<file path="src/rtl/bhg_fp_clk_div_ctrl.sv">
// Run-time programmable 13.16 fractional clock divider with a start/stop sequencer.
// A phase accumulator toggles clk_out; ratio changes are deferred to the next clk_out rise.
module bhg_fp_clk_div_ctrl #(
  parameter longint unsigned INPUT_CLK_HZ  = 100000000,
  parameter longint unsigned OUTPUT_CLK_HZ = 3579545,
  parameter bit              AUTO_START    = 1'b0
) (
  input  logic        clk_in,
  input  logic        rst_in_n,
  input  logic        start,
  input  logic        stop,
  input  logic        cfg_valid,
  output logic        cfg_ready,
  input  logic [28:0] cfg_div,
  output logic        cfg_err,
  output logic        clk_out,
  output logic        clk_p0,
  output logic        clk_p180,
  output logic        running,
  output logic [28:0] div_active
);

  localparam logic [63:0] DEF_DIV64 = (64'(INPUT_CLK_HZ) * 64'd65536) / 64'(OUTPUT_CLK_HZ);
  localparam logic [28:0] DEF_DIV   = DEF_DIV64[28:0];
  localparam logic [29:0] STEP      = 30'h0002_0000;

  typedef enum logic [1:0] {IDLE, RUN, PEND, STOPPING} state_t;
  localparam state_t RESET_STATE = AUTO_START ? RUN : IDLE;

  state_t      state_reg, state_next;
  logic [29:0] acc_reg, acc_next;
  logic [28:0] div_active_reg, div_active_next;
  logic [28:0] pend_div_reg, pend_div_next;
  logic        pend_valid_reg, pend_valid_next;
  logic        clk_out_reg, clk_out_next;
  logic        clk_p0_reg, clk_p0_next;
  logic        clk_p180_reg, clk_p180_next;
  logic        cfg_err_reg, cfg_err_next;

  logic        cfg_fire, cfg_legal, cfg_take, tick;
  logic [29:0] acc_sum, half;

  // A held word blocks the port until it has been applied.
  assign cfg_ready = ~pend_valid_reg;
  assign cfg_fire  = cfg_valid & cfg_ready;
  assign cfg_legal = (cfg_div[28:16] >= 13'd2);
  assign cfg_take  = cfg_fire & cfg_legal;
  assign half      = {1'b0, div_active_reg};
  assign acc_sum   = acc_reg + STEP;
  assign tick      = (acc_sum >= half);

  always_ff @(posedge clk_in or negedge rst_in_n) begin
    if (!rst_in_n) begin
      state_reg      <= RESET_STATE;
      acc_reg        <= '0;
      div_active_reg <= DEF_DIV;
      pend_div_reg   <= '0;
      pend_valid_reg <= 1'b0;
      clk_out_reg    <= 1'b0;
      clk_p0_reg     <= 1'b0;
      clk_p180_reg   <= 1'b0;
      cfg_err_reg    <= 1'b0;
    end else begin
      state_reg      <= state_next;
      acc_reg        <= acc_next;
      div_active_reg <= div_active_next;
      pend_div_reg   <= pend_div_next;
      pend_valid_reg <= pend_valid_next;
      clk_out_reg    <= clk_out_next;
      clk_p0_reg     <= clk_p0_next;
      clk_p180_reg   <= clk_p180_next;
      cfg_err_reg    <= cfg_err_next;
    end
  end

  always_comb begin
    state_next      = state_reg;
    acc_next        = acc_reg;
    div_active_next = div_active_reg;
    pend_div_next   = pend_div_reg;
    pend_valid_next = pend_valid_reg;
    clk_out_next    = clk_out_reg;
    clk_p0_next     = 1'b0;
    clk_p180_next   = 1'b0;
    cfg_err_next    = cfg_fire & ~cfg_legal;

    if (state_reg == IDLE) begin
      clk_out_next = 1'b0;
      acc_next     = '0;
      if (cfg_take) div_active_next = cfg_div;
      if (start && !stop) begin
        clk_out_next = 1'b1;
        clk_p0_next  = 1'b1;
        state_next   = RUN;
      end
    end else begin
      // Strobes are registered alongside clk_out so they line up exactly.
      if (tick) begin
        acc_next      = acc_sum - half;
        clk_out_next  = ~clk_out_reg;
        clk_p0_next   = ~clk_out_reg;
        clk_p180_next = clk_out_reg;
      end else begin
        acc_next = acc_sum;
      end
      if (cfg_take) begin
        pend_div_next   = cfg_div;
        pend_valid_next = 1'b1;
      end
      case (state_reg)
        RUN: begin
          if (stop)          state_next = STOPPING;
          else if (cfg_take) state_next = PEND;
        end
        PEND: begin
          if (stop) begin
            state_next = STOPPING;
          end else if (tick && !clk_out_reg) begin
            div_active_next = pend_div_reg;
            pend_valid_next = 1'b0;
            state_next      = RUN;
          end
        end
        STOPPING: begin
          if (tick && clk_out_reg) begin
            state_next      = IDLE;
            pend_valid_next = 1'b0;
            if (pend_valid_reg) div_active_next = pend_div_reg;
            else if (cfg_take)  div_active_next = cfg_div;
          end
        end
        default: state_next = IDLE;
      endcase
    end
  end

  assign clk_out    = clk_out_reg;
  assign clk_p0     = clk_p0_reg;
  assign clk_p180   = clk_p180_reg;
  assign cfg_err    = cfg_err_reg;
  assign running    = (state_reg != IDLE);
  assign div_active = div_active_reg;

endmodule

</file>
<file path="config.mk">
export PLATFORM = sky130hd
export DESIGN_NAME = bhg_fp_clk_div_ctrl
export DESIGN_NICKNAME = d
export VERILOG_FILES = /design/src/rtl/bhg_fp_clk_div_ctrl.sv
export SDC_FILE = /design/constraint.sdc
export NUM_CORES = 1
export LEC_CHECK = 0
export CAP_MARGIN = 25
export CORE_MARGIN = 5
export CORE_UTILIZATION = 35
export DETAILED_ROUTE_END_ITERATION = 6
export PLACE_DENSITY = 0.6
export REMOVE_ABC_BUFFERS = 1
export SYNTH_ARGS = -nofsm -noshare
export SYNTH_HDL_FRONTEND = slang
export SYNTH_SLANG_ARGS = --single-unit
</file>
<file path="constraint.sdc">
create_clock -name clk_in -period 6.6 [get_ports clk_in]
set_clock_uncertainty 0.2 [all_clocks]
set_input_delay 0.99 -clock clk_in [delete_from_list [all_inputs] [get_ports clk_in]]
set_output_delay 0.99 -clock clk_in [all_outputs]
set_load 0.02 [all_outputs]
</file>
==> Word level (Yosys, flattened, before mapping) <==
Index checks and enable logic that the tools add are counted.
{ "classes": {"n_addsub": 2, "n_bitwise": 7, "n_eq_ne": 9, "n_reduce_logical": 12, "magnitude_cmp": 2, "n_mux": 29} }
{ "ops": {"columns": ["operator", "n"], "rows": [
  ["29-bit two-way mux", 6],
  ["30-bit two-way mux", 2],
  ["29-bit case mux with 2 select lines", 1],
  ["30-bit by 18-bit adder with 30-bit output (second input constant)", 1],
  ["30-bit by 29-bit greater-or-equal comparator with 1-bit output", 1],
  ["30-bit by 29-bit subtractor with 30-bit output", 1],
  ["2-bit two-way mux", 7],
  ["13-bit by 2-bit greater-or-equal comparator with 1-bit output (second input constant)", 1],
  ["1-bit two-way mux", 11],
  ["3-bit inequality test (second input constant)", 3],
  ["4-bit inequality test (second input constant)", 2],
  ["4-bit AND reduction", 2],
  ["2-bit case mux with 3 select lines", 1],
  ["2-bit equality test (second input constant)", 2],
  ["1-bit NOT", 4],
  ["2-bit nonzero test", 2],
  ["1-bit bitwise AND", 3],
  ["1-bit logical AND", 3],
  ["3-bit nonzero test", 1],
  ["2-bit by 1-bit equality test with 1-bit output (second input constant)", 1],
  ["1-bit zero test", 2],
  ["2-bit zero test", 1],
  ["2-bit by 1-bit inequality test with 1-bit output (second input constant)", 1],
  ["1-bit case mux with 2 select lines", 1],
  ["2-bit AND reduction", 1]
]} }
{ "word_totals": {"in_bits": 34, "out_inout_bits": 35, "reg_bits": 95, "elab_cells": 70} }

==> Logic depth before layout (Yosys ltp) <==
{ "logic_depth": {"word_depth": 8, "depth_mapped": 17, "mapped_depth_nobuf": 14} }

==> Worst setup path before layout <==
Ideal clock, no wire load.
{ "synth_timing": {"path_kind": "flip-flop to flip-flop", "startpoint": "reg acc_reg[17]", "endpoint": "reg div_active_reg[12], in the netlist div_active[12]", "arrival_ps": 3416, "synth_period_minus_slack_ps": 3737, "path_buffers": 2, "slack_ps": 2863, "required_time_ps": 6279, "setup_time_ps": 121, "stages_incl_launch_ff": 15, "path_cell_list": "dfrtp_1 -> ha_1 -> and4_1 -> xor2_1 -> ha_1 -> and3_1 -> nand3_1 -> or4b_1 -> a21oi_1 -> a211o_2 -> a31oi_1 -> a2111o_1 -> buf_4 -> buf_6 -> a22o_1"} }
{ "synth_via": {"elab_chain_len": 5, "word_cells_on_any_way": 7, "classes_between": "add/sub (1); order compare (1); eq/ne (2); reduce/logical (3)"} }
{ "synth_rtl": {"columns": ["item", "line", "source"], "rows": [
  ["from (decl)", "31", "logic [29:0] acc_reg, acc_next;"],
  ["from (signal assigned)", "65", "acc_reg <= acc_next;"],
  ["30-bit by 18-bit adder with 30-bit output *", "49", "assign acc_sum = acc_reg + STEP;"],
  ["30-bit by 29-bit greater-or-equal comparator with 1-bit output *", "50", "assign tick = (acc_sum >= half);"],
  ["1-bit logical AND (on tied branches)", "118, 125", null],
  ["3-bit inequality test (no source line)", null, null],
  ["4-bit AND reduction (no source line) *", null, null],
  ["to (signal assigned)", "66", "div_active_reg <= div_active_next;"],
  ["to (decl)", "32", "logic [28:0] div_active_reg, div_active_next;"]
]} }
Mark *: on every way between the ends. The rest lies on a longest branch, timed or not.
A chain may end at the register's enable or synchronous reset.

==> Worst setup path in the final report <==
{ "layout_timing": {"startpoint": "reg acc_reg[17]", "endpoint": "reg div_active_reg[18], in the netlist div_active[18]"} }
The elaborated chain is that of the path after synthesis.

==> results_dict.tcl <==
set metrics [dict create \
    io_buffers 68 \
    crit_buf_inv 1 \
    total_power_mw 1.56 \
    hold_end "pend_div_reg[13]" \
    routedWlPerCell_um 17.2 \
    critPathRequiredTime_ns 6.64 \
    path_class "flop to flop" \
    status "completed" \
    cts_buffers 9 \
    antenna_found_initial 0 \
    setup_slack_ns 1.45 \
    ctsHtreeMaxLevel 3 \
    muxShareOfSynthArea 0.0568 \
    synth_fa_ha_area_frac 0.0751 \
    cp_max_fo 41 \
    crit_chain "ha_1 > nand3_1 > xnor2_1 > ha_1 > and3_1 > nand4_1 > or4b_1 > a21oi_1 > a211o_2 > a31oi_1 > a2111o_1 > buf_8 > a22o_1" \
    grt_overflow 0 \
    io_pins 69 \
    avgSynthCellArea_um2 9.47 \
    synthArstFlopShare 1.00 \
    synth_edf_count 0 \
    hold_depth 1 \
    rows 47 \
    peakVddDrop_mv 0.142 \
    min_from "pend_div_reg[13]" \
    fmax_mhz 194 \
    synthToLayoutAreaGrowth_pct 20.7 \
    grt_pass1_wl_um 26200 \
    clockBufferDepth 2 \
    fin_hold_ws_ns 0.308 \
    slew-limit-headroom 0.489 \
    synth_xor_area_frac 0.0488 \
    syn-cell-area_um2 5930 \
    yosys-top-cells-area "dfrtp_1, a22o_1, dfstp_2, ha_1, mux2_2" \
    tritoncts "built" \
    crit_top_cell "ha_1" \
    path_depth 13 \
    cts_sinks 95 \
    drt-vias-per-instance 5.46 \
    synthCells 626 \
    drt-initial-drc-count 246 \
    reg2reg_depth 13 \
    clk_pin_slew_worst_paths_ns 0.06 \
    worstPathArrival_ns 5.20 \
    final-instance-count-excl-fill 907 \
    wl_um 15600 \
    final_nets 751 \
    cts_resized 0 \
    grt_max_degree 54 \
    ant_nets 0 \
    drc 0 \
    startpoint "acc_reg[17]" \
    synth_top_area_frac 0.325 \
    pre_cts_ws_ns 1.41 \
    drive_gt1_frac 0.122 \
    worst_skew_pair.late_latency_ns 0.36 \
    min_period_ns 5.15 \
    synth_top_family_by_area "compound AO/OA/AOI/OAI gates" \
    fp.dieH_um 140 \
    rr_startpoint "acc_reg[17]" \
    hold_violations 0 \
    root_buffer "clkbuf_16" \
    synth_largest_area_cell "dfrtp_1" \
    antenna_cells 0 \
    grt_pass1_vias 5240 \
    final_max_slew_viol_count 0 \
    yosys_warnings 0 \
    grt_usage 0.162 \
    die-area_um2 19600 \
    largest_reg_flops 30 \
    start_util 0.357 \
    gp_congestion 0.856 \
    hold_buffers 0 \
    ys_ff_latch 95 \
    finalCritPeriodShare 0.781 \
    hpwl_um 11100 \
    r2r_slack_ns 1.45 \
    cp-start-kind "flop" \
    place_inst 890 \
    cp_slowest_cell "a2111o_1" \
    hp-class "flop to flop" \
    timing.setup.tns_ns 0 \
    core-area_um2 16600 \
    critPathTopFamily "compound AO/OA/AOI/OAI gates" \
    end_kind "flop" \
    rsz0062_at_grt "false" \
    synth_seq_area_share 0.405 \
    synth_simple_gate_area_frac 0.132 \
    r2r_end "div_active[18]" \
    cts_setup_buffers 0 \
    vias 4956 \
    setup_viol_count_final 0 \
    synthFlopType "dfrtp_1" \
    first_pass_iters 5 \
    synth_compound_area_frac 0.231 \
    p_per_area_nw_per_um2 218 \
    max_cap_violations 0 \
    die_w_um 140 \
    p_leak_nw 3.10 \
    slowest_delay_ns 0.74 \
    yosys.cell_types.count 57 \
    worst_pin_slew_ns 0.766 \
]
[stage by stage]
stage               utilization  cell area [µm²]
floorplan                     -             5800
global placement          0.412             6830
finish                    0.431             7160
CTS                       0.431             7140
global route              0.431             7160
detailed placement        0.412             6830
[routing by layer]
layer  routed length [µm]  vias to the layer above  global-route usage  share of wire
met4                  380                        0              0.0637          0.024
li1                     -                     2393                   -              -
met1                 7330                     2428               0.210           0.47
met2                 7350                      103               0.267           0.47
met5                    0                        -                   0              0
met3                  559                       32              0.0314          0.036
[cell usage after synthesis, drive strengths merged (2+ instances only)]
| library cell | instances |
|---|---|
| a21o | 11 |
| nor4 | 4 |
| a211oi | 10 |
| nand3 | 20 |
| dfrtp | 77 |
| o21a | 5 |
| xor2 | 13 |
| a221oi | 3 |
| and3 | 8 |
| nor2b | 5 |
| o31ai | 3 |
| mux2 | 29 |
| a21oi | 47 |
| nand2b | 6 |
| ha | 34 |
| nor3 | 6 |
| nand4 | 6 |
| o21ai | 19 |
| nor2 | 30 |
| or3 | 6 |
| a31oi | 11 |
| a22o | 57 |
| and4 | 4 |
| clkbuf | 22 |
| nand2 | 64 |
| xnor2 | 20 |
| a41o | 2 |
| buf | 9 |
| a211o | 2 |
| dfstp | 18 |
| a31o | 2 |
| o31a | 2 |
| inv | 45 |
| o211ai | 6 |
| or2 | 3 |
[placed cells by master, fill, tap and decap left out, types with 8 or more instances in the layout]
cell	netlist	layout
a21oi_1	47	46
clkbuf_16	0	9
nand2_1	64	64
and3_1	8	8
a211oi_1	10	8
nor2_1	30	28
ha_1	34	34
mux2_2	29	29
dfrtp_1	77	77
inv_1	45	45
a31oi_1	11	11
nand3_1	20	20
xor2_1	13	13
a21o_1	11	11
a22o_1	57	57
clkdlybuf4s50_1	0	67
dfstp_2	18	18
xnor2_1	20	20
o21ai_0	19	19
buf_4	1	8
[area by class of cell]
class,instances,area (µm²)
Clock inverter,7,87.6
Multi-Input combinational cell,455,3250
Sequential cell,95,2400
Tap cell,220,275
Clock buffer,9,225
Timing Repair Buffer,76,746
Inverter,45,169
Fill cell,1623,9430
[kinds of logic after synthesis]
| kind of cell | count (synthesis) |
|---|---|
| compound gates | 192 |
| xor+xnor | 33 |
| fa+ha+maj | 35 |
| buf+inv | 76 |
| flops | 95 |
| mux | 30 |
| simple gates | 165 |
[where the power goes]
part	internal, mW	switching [mW]	leakage [nW]	total [mW]
Sequential	0.661	0.0413	1.15	0.703
Combinational	0.167	0.123	1.79	0.291
Clock	0.329	0.234	0.155	0.563
Total	1.16	0.398	3.10	1.56
[worst max-delay path by stage]
stage and endpoint:
5_1_grt div_active[26], 6_report div_active[18], 4_1_cts div_active[12], 2_1_floorplan div_active[13], 3_5_place_dp div_active[12], 3_3_place_gp div_active[6]
No activity file was read; power rests on OpenSTA's default activity.
